$ cat config.mk
export PLATFORM = sky130hd
export DESIGN_NAME = timestamp_word_decoder
export DESIGN_NICKNAME = d
export VERILOG_FILES = /design/src/rtl/timestamp_word_decoder_pkg.sv /design/src/rtl/timestamp_word_decoder_sat_cnt8.sv /design/src/rtl/timestamp_word_decoder.sv
export SDC_FILE = /design/constraint.sdc
export NUM_CORES = 1
export LEC_CHECK = 0
export CORE_MARGIN = 1.5
export CORE_UTILIZATION = 59
export DETAILED_ROUTE_END_ITERATION = 10
export PLACE_DENSITY = 0.86
export SLEW_MARGIN = 40
export SYNTH_ARGS = -nofsm -noshare
export SYNTH_HDL_FRONTEND = slang
export SYNTH_SLANG_ARGS = --single-unit
$ cat constraint.sdc
create_clock -name BUS_CLK -period 8.7 [get_ports BUS_CLK]
set_input_delay 0.87 -clock BUS_CLK [delete_from_list [all_inputs] [get_ports BUS_CLK]]
set_output_delay 0.87 -clock BUS_CLK [all_outputs]
set_load 0.05 [all_outputs]
$ cat src/rtl/timestamp_word_decoder_pkg.sv
// timestamp_word_decoder_pkg: word types, register map and FSM states for the timestamp word decoder
package timestamp_word_decoder_pkg;
  localparam logic [3:0] TYPE_LO  = 4'h1;
  localparam logic [3:0] TYPE_MID = 4'h2;
  localparam logic [3:0] TYPE_TOP = 4'h3;
  localparam logic [7:0] VERSION  = 8'd1;
  localparam int ADDR_VERSION = 0;
  localparam int ADDR_CONF    = 2;
  localparam int ADDR_SEQ     = 3;
  localparam int ADDR_FOREIGN = 4;
  localparam int ADDR_MONO    = 5;
  localparam int ADDR_DEC_LO  = 6;
  localparam int ADDR_DEC_HI  = 7;
  typedef enum logic [1:0] {WAIT_LO, WAIT_HI, WAIT_TOP, OUT} state_t;
endpackage

$ cat src/rtl/timestamp_word_decoder_sat_cnt8.sv
// sat_cnt8: 8-bit counter that sticks at 0xFF, synchronous clear
module sat_cnt8 (
  input  logic       BUS_CLK,
  input  logic       clr_i,
  input  logic       inc_i,
  output logic [7:0] cnt_o
);
  logic [7:0] cnt_q;
  always_ff @(posedge BUS_CLK)
    cnt_q <= clr_i ? 8'h00 : (inc_i && cnt_q != 8'hFF) ? cnt_q + 8'd1 : cnt_q;
  assign cnt_o = cnt_q;
endmodule

$ cat src/rtl/timestamp_word_decoder.sv
// timestamp_word_decoder: pops FWFT timestamp words, reassembles 64-bit timestamps, flags protocol errors
module timestamp_word_decoder
  import timestamp_word_decoder_pkg::*;
#(
  parameter int         ABUSWIDTH      = 16,
  parameter logic [3:0] IDENTIFIER     = 4'b0001,
  parameter bit         WITH_HIGH_WORD = 1'b0
) (
  input  logic                 BUS_CLK,
  input  logic                 RST,
  input  logic                 FIFO_EMPTY,
  input  logic [31:0]          FIFO_DATA,
  output logic                 FIFO_READ,
  output logic [63:0]          TS_DATA,
  output logic                 TS_VALID,
  input  logic                 TS_READY,
  output logic                 ERR_PULSE,
  input  logic [ABUSWIDTH-1:0] BUS_ADD,
  input  logic [7:0]           BUS_DATA_IN,
  output logic [7:0]           BUS_DATA_OUT,
  input  logic                 BUS_WR,
  input  logic                 BUS_RD
);
  state_t state_q, state_d;
  logic [23:0] lo_q, lo_d, mid_q, mid_d;
  logic [15:0] top_q, top_d;
  logic [63:0] last_q;
  logic [15:0] dec_q;
  logic [7:0] rd_q, rd_d;
  logic [7:0] seq_cnt, foreign_cnt, mono_cnt;
  logic [3:0] w_id, w_type;
  logic [23:0] w_p;
  logic rst_int, conf_en_q, conf_mono_q, have_last_q, err_q;
  logic pop, foreign, seq_err, mono_err, hs;
  assign rst_int = RST | (BUS_WR & (BUS_ADD == ABUSWIDTH'(ADDR_VERSION)));
  assign {w_id, w_type, w_p} = FIFO_DATA;
  assign pop = conf_en_q & ~FIFO_EMPTY & (state_q != OUT);
  assign foreign = pop & (w_id != IDENTIFIER);
  assign hs = (state_q == OUT) & TS_READY;
  always_comb begin
    state_d = state_q;
    lo_d = lo_q;
    mid_d = mid_q;
    top_d = top_q;
    seq_err = 1'b0;
    if (pop && !foreign) begin
      case (state_q)
        WAIT_LO:
          if (w_type == TYPE_LO) begin
            lo_d = w_p;
            state_d = WAIT_HI;
          end else seq_err = 1'b1;
        WAIT_HI:
          if (w_type == TYPE_MID) begin
            mid_d = w_p;
            state_d = WITH_HIGH_WORD ? WAIT_TOP : OUT;
          end else begin
            seq_err = 1'b1;
            if (w_type == TYPE_LO) lo_d = w_p;
            else state_d = WAIT_LO;
          end
        WAIT_TOP:
          if (w_type == TYPE_TOP && w_p[23:16] == 8'h00) begin
            top_d = w_p[15:0];
            state_d = OUT;
          end else begin
            seq_err = 1'b1;
            lo_d = (w_type == TYPE_LO) ? w_p : lo_q;
            state_d = (w_type == TYPE_LO) ? WAIT_HI : WAIT_LO;
          end
        default: ;
      endcase
    end
    if (hs) state_d = WAIT_LO;
  end
  // the very first timestamp after reset has nothing to be compared against
  assign mono_err = (state_d == OUT) & (state_q != OUT) & conf_mono_q & have_last_q &
                    ({top_d, mid_d, lo_d} <= last_q);
  always_comb begin
    rd_d = 8'h00;
    case (BUS_ADD)
      ABUSWIDTH'(ADDR_VERSION): rd_d = VERSION;
      ABUSWIDTH'(ADDR_CONF):    rd_d = {6'b0, conf_mono_q, conf_en_q};
      ABUSWIDTH'(ADDR_SEQ):     rd_d = seq_cnt;
      ABUSWIDTH'(ADDR_FOREIGN): rd_d = foreign_cnt;
      ABUSWIDTH'(ADDR_MONO):    rd_d = mono_cnt;
      ABUSWIDTH'(ADDR_DEC_LO):  rd_d = dec_q[7:0];
      ABUSWIDTH'(ADDR_DEC_HI):  rd_d = dec_q[15:8];
      default:                  rd_d = 8'h00;
    endcase
  end
  always_ff @(posedge BUS_CLK) begin
    if (rst_int) begin
      state_q <= WAIT_LO;
      lo_q <= '0;
      mid_q <= '0;
      top_q <= '0;
      last_q <= '0;
      have_last_q <= 1'b0;
      dec_q <= '0;
      err_q <= 1'b0;
      rd_q <= '0;
      conf_en_q <= 1'b0;
      conf_mono_q <= 1'b0;
    end else begin
      state_q <= state_d;
      lo_q <= lo_d;
      mid_q <= mid_d;
      top_q <= top_d;
      err_q <= foreign | seq_err | mono_err;
      if (hs) begin
        last_q <= TS_DATA;
        have_last_q <= 1'b1;
        dec_q <= dec_q + 16'd1;
      end
      if (BUS_WR && BUS_ADD == ABUSWIDTH'(ADDR_CONF)) {conf_mono_q, conf_en_q} <= BUS_DATA_IN[1:0];
      if (BUS_RD) rd_q <= rd_d;
    end
  end
  sat_cnt8 u_seq_cnt (.BUS_CLK(BUS_CLK), .clr_i(rst_int), .inc_i(seq_err), .cnt_o(seq_cnt));
  sat_cnt8 u_foreign_cnt (.BUS_CLK(BUS_CLK), .clr_i(rst_int), .inc_i(foreign), .cnt_o(foreign_cnt));
  sat_cnt8 u_mono_cnt (.BUS_CLK(BUS_CLK), .clr_i(rst_int), .inc_i(mono_err), .cnt_o(mono_cnt));
  assign FIFO_READ = pop;
  assign TS_VALID = (state_q == OUT);
  assign TS_DATA = {top_q, mid_q, lo_q};
  assign ERR_PULSE = err_q;
  assign BUS_DATA_OUT = rd_q;
endmodule

=== Yosys cells after proc, flatten, opt, wreduce, memory -nomap -nowiden ===
Cells that the tools add are included.

* Bits in registers: 182
* Output and inout bits: 75
* Bits of input ports: 62
* Logic and storage cells: 85

* Equal/unequal tests: 18
* Reduce and logical (&&, ||, !) cells: 10
* Mux-type cells: 25
* $add $sub $neg: 4
* Bitwise logic cells: 13
* Magnitude comparators: 1

{| class="wikitable"
|+ Operator list
! operator !! count
|-
| $mux W24 || 7
|-
| $pmux W24 S3 || 1
|-
| $eq A16 B3 Y1 const B || 4
|-
| $le A64 B64 Y1 || 1
|-
| $pmux W8 S7 || 1
|-
| $mux W16 || 3
|-
| $eq A16 B2 Y1 const B || 2
|-
| $add A8 B1 Y8 const B || 3
|-
| $ne A8 B8 Y1 const B || 3
|-
| $add A16 B1 Y16 const B || 1
|-
| $logic_not A16 Y1 || 1
|-
| $mux W2 || 6
|-
| $and A1 B1 Y1 || 9
|-
| $eq A4 B2 Y1 const B || 2
|-
| $logic_not A8 Y1 || 1
|-
| $eq A2 B2 Y1 const B || 3
|-
| $logic_and A1 B1 Y1 || 6
|-
| $pmux W2 S3 || 1
|-
| $mux W1 || 5
|-
| $eq A4 B1 Y1 const B || 1
|-
| $ne A4 B1 Y1 const B || 1
|-
| $or A1 B1 Y1 || 3
|-
| $pmux W1 S3 || 1
|-
| $eq A2 B1 Y1 const B || 1
|-
| 4 further kinds || 4
|}

=== Depth between registers and ports, before layout ===
* Depth after elaboration: 14
* Mapped depth: 17
* Gate-level depth less buffers: 14

=== Hierarchy ===
A second synthesis with hierarchy kept.

* Cells, all modules: 1065
* Area total of the unflattened synthesis: 9273.9 um2

{| class="wikitable"
|+ Modules (own cells, without submodules)
! module !! area an instance (um2) !! instances !! cells each !! seq. area each (um2)
|-
| timestamp_word_decoder || 7982.7 || 1 || 927 || 3163.0
|-
| sat_cnt8 || 430.4 || 3 || 46 || 160.2
|}

=== Worst setup path before layout ===
No wires, ideal clock.

* Path type: input port to flip-flop
* Start point: input port FIFO_DATA[29]
* End point: register u_mono_cnt.cnt_q[3], in the netlist u_mono_cnt.cnt_o[3]
* Arrival: 5342 ps
* Required time: 8630 ps
* Library setup time: 70 ps
* Slack: 3288 ps
* Path buffers: 2
* Stages: 15
* Cell sequence: or4b_4 nor4b_1 and2_0 clkbuf_1 clkbuf_1 a22o_1 ha_1 nor2b_1 o211ai_1 a21boi_0 or4b_2 a2111oi_4 o21ai_2 or4_1 a21oi_1

* Elaborated cells between the ends (all ways): 16
* Classes of those cells: order compare: 1; eq/ne: 2; mux: 5; bitwise: 5; reduce/logical: 3

{| class="wikitable"
|+ RTL lines
! what !! RTL line !! text
|-
| start, declared || timestamp_word_decoder.sv:12 || <nowiki>input logic [31:0] FIFO_DATA,</nowiki>
|-
| $ne A4 B1 Y1 || timestamp_word_decoder.sv:38 || <nowiki>assign foreign = pop & (w_id != IDENTIFIER);</nowiki>
|-
| $and A1 B1 Y1 || timestamp_word_decoder.sv:38 ||
|-
| $logic_not A1 Y1 || timestamp_word_decoder.sv:46 || <nowiki>if (pop && !foreign) begin</nowiki>
|-
| $logic_and A1 B1 Y1 || timestamp_word_decoder.sv:46 ||
|-
| $mux W24 || timestamp_word_decoder.sv:46 ||
|-
| net lo_d[1] || timestamp_word_decoder.sv:25 || <nowiki>logic [23:0] lo_q, lo_d, mid_q, mid_d;</nowiki>
|-
| $le A64 B64 Y1 || timestamp_word_decoder.sv:78 || <nowiki>({top_d, mid_d, lo_d} <= last_q);</nowiki>
|-
| $and A1 B1 Y1 || timestamp_word_decoder.sv:77 || <nowiki>assign mono_err = (state_d == OUT) & (state_q != OUT) & conf_mono_q & have_last_q &</nowiki>
|-
| $logic_and A1 B1 Y1 || timestamp_word_decoder_sat_cnt8.sv:10 || <nowiki>cnt_q <= clr_i ? 8'h00 : (inc_i && cnt_q != 8'hFF) ? cnt_q + 8'd1 : cnt_q;</nowiki>
|-
| end signal, assigned || timestamp_word_decoder_sat_cnt8.sv:10 ||
|-
| end, declared || timestamp_word_decoder_sat_cnt8.sv:8 || <nowiki>logic [7:0] cnt_q;</nowiki>
|}

The timed path passes the listed nets, and every way through them passes these cells.
A chain may end at the register's enable or synchronous reset.

=== Worst setup path after layout ===
* Start point: input port FIFO_DATA[29]
* End point: register u_mono_cnt.cnt_q[7], in the netlist u_mono_cnt.cnt_o[7]

* Elaborated cells between the ends (all ways): 16
* Classes of those cells: order compare: 1; eq/ne: 2; mux: 5; bitwise: 5; reduce/logical: 3

{| class="wikitable"
|+ RTL lines
! what !! RTL line !! text
|-
| $ne A4 B1 Y1 || timestamp_word_decoder.sv:38 ||
|-
| $and A1 B1 Y1 || timestamp_word_decoder.sv:38 ||
|-
| $logic_not A1 Y1 || timestamp_word_decoder.sv:46 ||
|-
| $logic_and A1 B1 Y1 || timestamp_word_decoder.sv:46 ||
|-
| $mux W16 || timestamp_word_decoder.sv:46 ||
|-
| net top_d[14] || timestamp_word_decoder.sv:26 || <nowiki>logic [15:0] top_q, top_d;</nowiki>
|-
| $le A64 B64 Y1 || timestamp_word_decoder.sv:78 ||
|-
| $and A1 B1 Y1 || timestamp_word_decoder.sv:77 ||
|-
| $logic_and A1 B1 Y1 || timestamp_word_decoder_sat_cnt8.sv:10 ||
|}

The timed path passes the listed nets, and every way through them passes these cells.

==> flow_summary.html <==
<table>
<tr><th>Metric</th><th>Value</th></tr>
<tr><th colspan="2">Outcome</th></tr>
<tr><td>Run status</td><td>complete, no violations</td></tr>
<tr><th colspan="2">Finish</th></tr>
<tr><td>Fraction of final layout cells sized beyond drive strength 1</td><td>6.13%</td></tr>
<tr><td>Non-filler instance count after layout</td><td>1407</td></tr>
<tr><td>Layout net count</td><td>1340</td></tr>
<tr><td>Area growth, synth to finish</td><td>22.2%</td></tr>
<tr><td>Count of antenna diodes in the layout</td><td>0</td></tr>
<tr><td>Core utilization of the finished layout</td><td>74.9%</td></tr>
<tr><th colspan="2">Detailed routing</th></tr>
<tr><td>Final antenna-violating net count</td><td>0</td></tr>
<tr><td>Number of design-rule violations left by the first detailed-router iteration</td><td>733</td></tr>
<tr><td>Vias per Instance</td><td>5.85</td></tr>
<tr><td>DRC violations left</td><td>0</td></tr>
<tr><td>Via Count</td><td>8229</td></tr>
<tr><td>Average wire per cell in the routed design</td><td>16.4 um</td></tr>
<tr><td>First-pass iteration count of the detailed router</td><td>5</td></tr>
<tr><td>Sum of routed wire length over all layers</td><td>23.1 mm</td></tr>
<tr><th colspan="2">Power</th></tr>
<tr><td>VDD IR-drop max</td><td>0.000136 V</td></tr>
<tr><td>Gate power share</td><td>3.7%</td></tr>
<tr><td>Leakage component of the power</td><td>4.15 nW</td></tr>
<tr><td>Power Internal</td><td>0.00128 W</td></tr>
<tr><td>Sequential fraction of design power</td><td>51.0%</td></tr>
<tr><td>Fraction of power consumed by the clock network</td><td>45.3%</td></tr>
<tr><td>Sw Pwr</td><td>0.000350 W</td></tr>
<tr><td>Post-layout total power</td><td>0.00163 W</td></tr>
<tr><td>Sw frac</td><td>21.4%</td></tr>
<tr><td>Power density cells</td><td>148 mW/mm^2</td></tr>
<tr><th colspan="2">Flow run</th></tr>
<tr><td>Number of maximum-capacitance constraint violations</td><td>0</td></tr>
<tr><th colspan="2">Floorplanning</th></tr>
<tr><td>Width of the die</td><td>127 um</td></tr>
<tr><td>Effective utilization at floorplan</td><td>61.3%</td></tr>
<tr><td>Row Count</td><td>44</td></tr>
<tr><td>Area of the placeable core</td><td>0.0147 sq mm</td></tr>
<tr><td>I/O pin count</td><td>137</td></tr>
<tr><td>Chip height</td><td>127 um</td></tr>
<tr><td>Full die area</td><td>0.0160 sq mm</td></tr>
<tr><th colspan="2">Min path</th></tr>
<tr><td>Count of cells along the worst hold path</td><td>2</td></tr>
<tr><td>Worst-case hold path end point</td><td>last_q[19]</td></tr>
<tr><td>Start point of the worst min-delay path</td><td>last_q[19]</td></tr>
<tr><td>HP Class</td><td>register to register</td></tr>
<tr><th colspan="2">Global routing</th></tr>
<tr><td>Antenna violations before repair</td><td>0</td></tr>
<tr><td>Via count of the first global-routing pass</td><td>7746</td></tr>
<tr><td>Met2 Resource Use GR</td><td>45.5%</td></tr>
<tr><td>Busiest layer in global routing</td><td>met2</td></tr>
<tr><td>First-pass GRT wire length</td><td>37.3 mm</td></tr>
<tr><td>Total overflow reported by the global router</td><td>0</td></tr>
<tr><td>Global-route total usage across every layer</td><td>29.3%</td></tr>
<tr><td>Global routing usage on met3</td><td>6.96%</td></tr>
<tr><td>Largest net degree at the start of global routing</td><td>93</td></tr>
<tr><td>Met1 track demand over resource in global routing</td><td>40.2%</td></tr>
<tr><th colspan="2">Setup path</th></tr>
<tr><td>Worst Setup Start Kind</td><td>primary input</td></tr>
<tr><td>Worst R2R Path Depth</td><td>13</td></tr>
<tr><td>CP Capture Type</td><td>register</td></tr>
<tr><td>Crit path required time</td><td>9.05 ns</td></tr>
<tr><td>Highest-delay cell along the critical path</td><td>sky130_fd_sc_hd__or4_1</td></tr>
<tr><td>Delay of the slowest critical-path stage</td><td>0.89 ns</td></tr>
<tr><td>Worst r2r dst</td><td>u_mono_cnt.cnt_o[7]</td></tr>
<tr><td>Minimum setup slack among reg-to-reg paths</td><td>3.52 ns</td></tr>
<tr><td>Buffer and inverter count on the worst path</td><td>1</td></tr>
<tr><td>Worst reg2reg startpoint</td><td>state_q[0]</td></tr>
<tr><td>Sequence of cells on the critical path</td><td>clkdlybuf4s50_1 -&gt; or4b_4 -&gt; or4b_4 -&gt; or4_1 -&gt; mux2_2 -&gt; ha_1 -&gt; nand4_1 -&gt; nor4_1 -&gt; nand4_1 -&gt; nor2_1 -&gt; and4_2 -&gt; o21ai_2 -&gt; or4_1 -&gt; a21oi_1</td></tr>
<tr><td>Maximum fanout along the worst path</td><td>16</td></tr>
<tr><td>Setup crit start</td><td>FIFO_DATA[29]</td></tr>
<tr><td>Worst path arrival time</td><td>6.22 ns</td></tr>
<tr><td>Top delay family on crit path</td><td>simple AND/OR/NAND/NOR gates</td></tr>
<tr><td>Critical path type</td><td>primary input to register</td></tr>
<tr><th colspan="2">Timing</th></tr>
<tr><td>Least-Margin Pin Slew</td><td>0.811 ns</td></tr>
<tr><td>Final clock period utilization by the worst path</td><td>67.5%</td></tr>
<tr><td>Upper clock frequency limit</td><td>0.170 GHz</td></tr>
<tr><td>Headroom to the max-slew limit</td><td>45.4%</td></tr>
<tr><td>Total of endpoints with negative setup slack in the final report</td><td>0</td></tr>
<tr><td>Final worst clock skew</td><td>0.00827 ns</td></tr>
<tr><td>Shortest period the worst path allows</td><td>5.87 ns</td></tr>
<tr><td>RSZ-0062 raised after global routing</td><td>no</td></tr>
<tr><td>Final max-slew violation count</td><td>0</td></tr>
<tr><td>Final count of hold timing violations</td><td>0</td></tr>
<tr><td>Final total negative setup slack</td><td>0 ns</td></tr>
<tr><th colspan="2">Placed design</th></tr>
<tr><td>Half-perimeter wire length after detailed placement</td><td>16.1 mm</td></tr>
<tr><td>Port Buf Inserts</td><td>130</td></tr>
<tr><td>Number of cells in the design after placement</td><td>1374</td></tr>
<tr><td>Final Wtd Congestion</td><td>0.907</td></tr>
<tr><th colspan="2">CTS</th></tr>
<tr><td>Clock-pin slew of the registers on the worst-case setup and hold paths</td><td>0.06 ns</td></tr>
<tr><td>Number of buffers created by CTS</td><td>17</td></tr>
<tr><td>Number of buffers inserted by post-CTS setup repair</td><td>0</td></tr>
<tr><td>TritonCTS clock tree</td><td>yes</td></tr>
<tr><td>Cts-stage hold buffer count</td><td>0</td></tr>
<tr><td>Bufs on Longest Clock Path</td><td>2</td></tr>
<tr><td>CTS HTree Levels</td><td>4</td></tr>
<tr><td>Number of sinks handled by clock tree synthesis</td><td>182</td></tr>
<tr><td>Clock latency at the later pin of the worst-skew pair</td><td>0.42 ns</td></tr>
<tr><td>Post-cts repair resize count</td><td>0</td></tr>
<tr><td>Clk Tree Root Cell</td><td>sky130_fd_sc_hd__clkbuf_16</td></tr>
<tr><th colspan="2">Synthesis</th></tr>
<tr><td>Top cell type's share of synthesized area</td><td>40.5%</td></tr>
<tr><td>Proportion of synthesized chip area in sequential cells</td><td>40.5%</td></tr>
<tr><td>Number of flip-flops and latches in the synthesized netlist</td><td>182</td></tr>
<tr><td>Average footprint of a synthesized cell</td><td>8.14 sq um</td></tr>
<tr><td>Synth area leaders</td><td>sky130_fd_sc_hd__dfxtp_1 (40%), sky130_fd_sc_hd__nand2_1 (10%), sky130_fd_sc_hd__ha_1 (9.4%), sky130_fd_sc_hd__a21oi_1 (7.4%), sky130_fd_sc_hd__nor2_1 (3.2%)</td></tr>
<tr><td>Yosys warning total</td><td>0</td></tr>
<tr><td>Primary FF master, synth</td><td>sky130_fd_sc_hd__dfxtp_1</td></tr>
<tr><td>Most used standard cell by instance count after synthesis</td><td>sky130_fd_sc_hd__nand2_1</td></tr>
<tr><td>Fraction of registers with async set or reset after synthesis</td><td>0%</td></tr>
<tr><td>Area of the mapped netlist</td><td>0.00900 sq mm</td></tr>
<tr><td>Number of distinct library cells after synthesis</td><td>60</td></tr>
<tr><td>List of most frequent post-synthesis cells</td><td>sky130_fd_sc_hd__nand2_1 (244), sky130_fd_sc_hd__dfxtp_1 (182), sky130_fd_sc_hd__a21oi_1 (133)</td></tr>
<tr><td>Synth Net Count</td><td>1236</td></tr>
<tr><td>Syn Inst Count</td><td>1106</td></tr>
<tr><td>Cell type contributing the most total cell area after synthesis</td><td>sky130_fd_sc_hd__dfxtp_1</td></tr>
<tr><td>EDFF count, synth</td><td>0</td></tr>
</table>
-- worst max-delay path by stage --
| stage | to | cells after the start | slack, ns |
|---|---|---|---|
| 2_1_floorplan | u_mono_cnt.cnt_o[3] | 15 | 3.29 |
| 3_3_place_gp | u_mono_cnt.cnt_o[3] | 14 | 2.55 |
| 3_5_place_dp | u_mono_cnt.cnt_o[7] | 14 | 2.44 |
| 4_1_cts | u_mono_cnt.cnt_o[7] | 14 | 2.88 |
| 5_1_grt | u_mono_cnt.cnt_o[3] | 14 | 2.66 |
| 6_report | u_mono_cnt.cnt_o[7] | 14 | 2.83 |
-- layer usage --
metal	wire (um)	vias to the layer above
li1	-	3954
met1	10200	3890
met2	10400	345
met3	2040	40
met4	533	0
met5	0	-
-- kinds of logic (layout without fill, tap and decap cells) --
logic type,after synthesis,after routing,share of synthesized area [%]
compound gates,205,205,13.9
xor+xnor,31,31,3.02
fa+ha+maj,68,68,9.45
buf+inv,127,244,5.32
flops,182,182,40.5
mux,30,30,4.25
simple gates,463,463,23.6
-- final cells by class --
cell class | count | area [sq um]
multi-input cells | 797 | 4900
fillers | 1071 | 3690
flip-flops and latches | 182 | 3640
repair buffers | 139 | 1390
clock buffers | 25 | 495
inverters | 73 | 274
well taps | 184 | 230
clock inverters | 7 | 70.1
-- power by group through the flow --
stage,sequential (W),clock (W),combinational [W]
after floorplan,0.000852,0,0.0000201
after global placement,0.000852,0,0.0000580
after detailed placement,0.000852,0,0.0000587
after CTS,0.000833,0.000745,0.0000590
after global routing,0.000832,0.000786,0.0000635
final,0.000833,0.000741,0.0000606
-- metrics by stage --
step	cell area, sq um	setup WS, ns	hold WS (ns)
final	11000	2.83	0.455
after floorplan	9000	3.29	0.436
after CTS	11000	2.88	0.456
after global routing	11000	2.66	0.473
after global placement	10400	2.55	0.442
after detailed placement	10400	2.44	0.447
-- sequential cells by signal (all words and copies together), names as in the netlist --
name,count
last_q,64
lo_q,24
mid_q,24
dec_q,16
top_q,16
BUS_DATA_OUT,8
u_foreign_cnt.cnt_o,8
u_mono_cnt.cnt_o,8
u_seq_cnt.cnt_o,8
state_q,2
ERR_PULSE,1
conf_en_q,1
conf_mono_q,1
have_last_q,1
-- worst min-delay path, cell delays in order, from the launching register on --
cell                      delay [ns]
sky130_fd_sc_hd__dfxtp_1        0.31
sky130_fd_sc_hd__nand2_1        0.05
sky130_fd_sc_hd__a21oi_1        0.05
-- cell usage in the layout, fill, tap and decap left out, drive strengths merged, types with 5 or more instances in the layout --
master           n
clkinv           5
mux2i            9
nand4           19
buf              9
a21oi          133
mux2            16
dfxtp          182
mux4             5
xnor2           14
nor2b           41
xor2            17
o21ai           12
clkdlybuf4s50  130
nand2b           6
nand2          244
and3             7
ha              68
nor4             7
clkbuf          25
or4              6
inv             73
nor3b            6
nor2            77
nand3           20
a22o            26
nor3             9
Power figures use the tool's default switching activity.
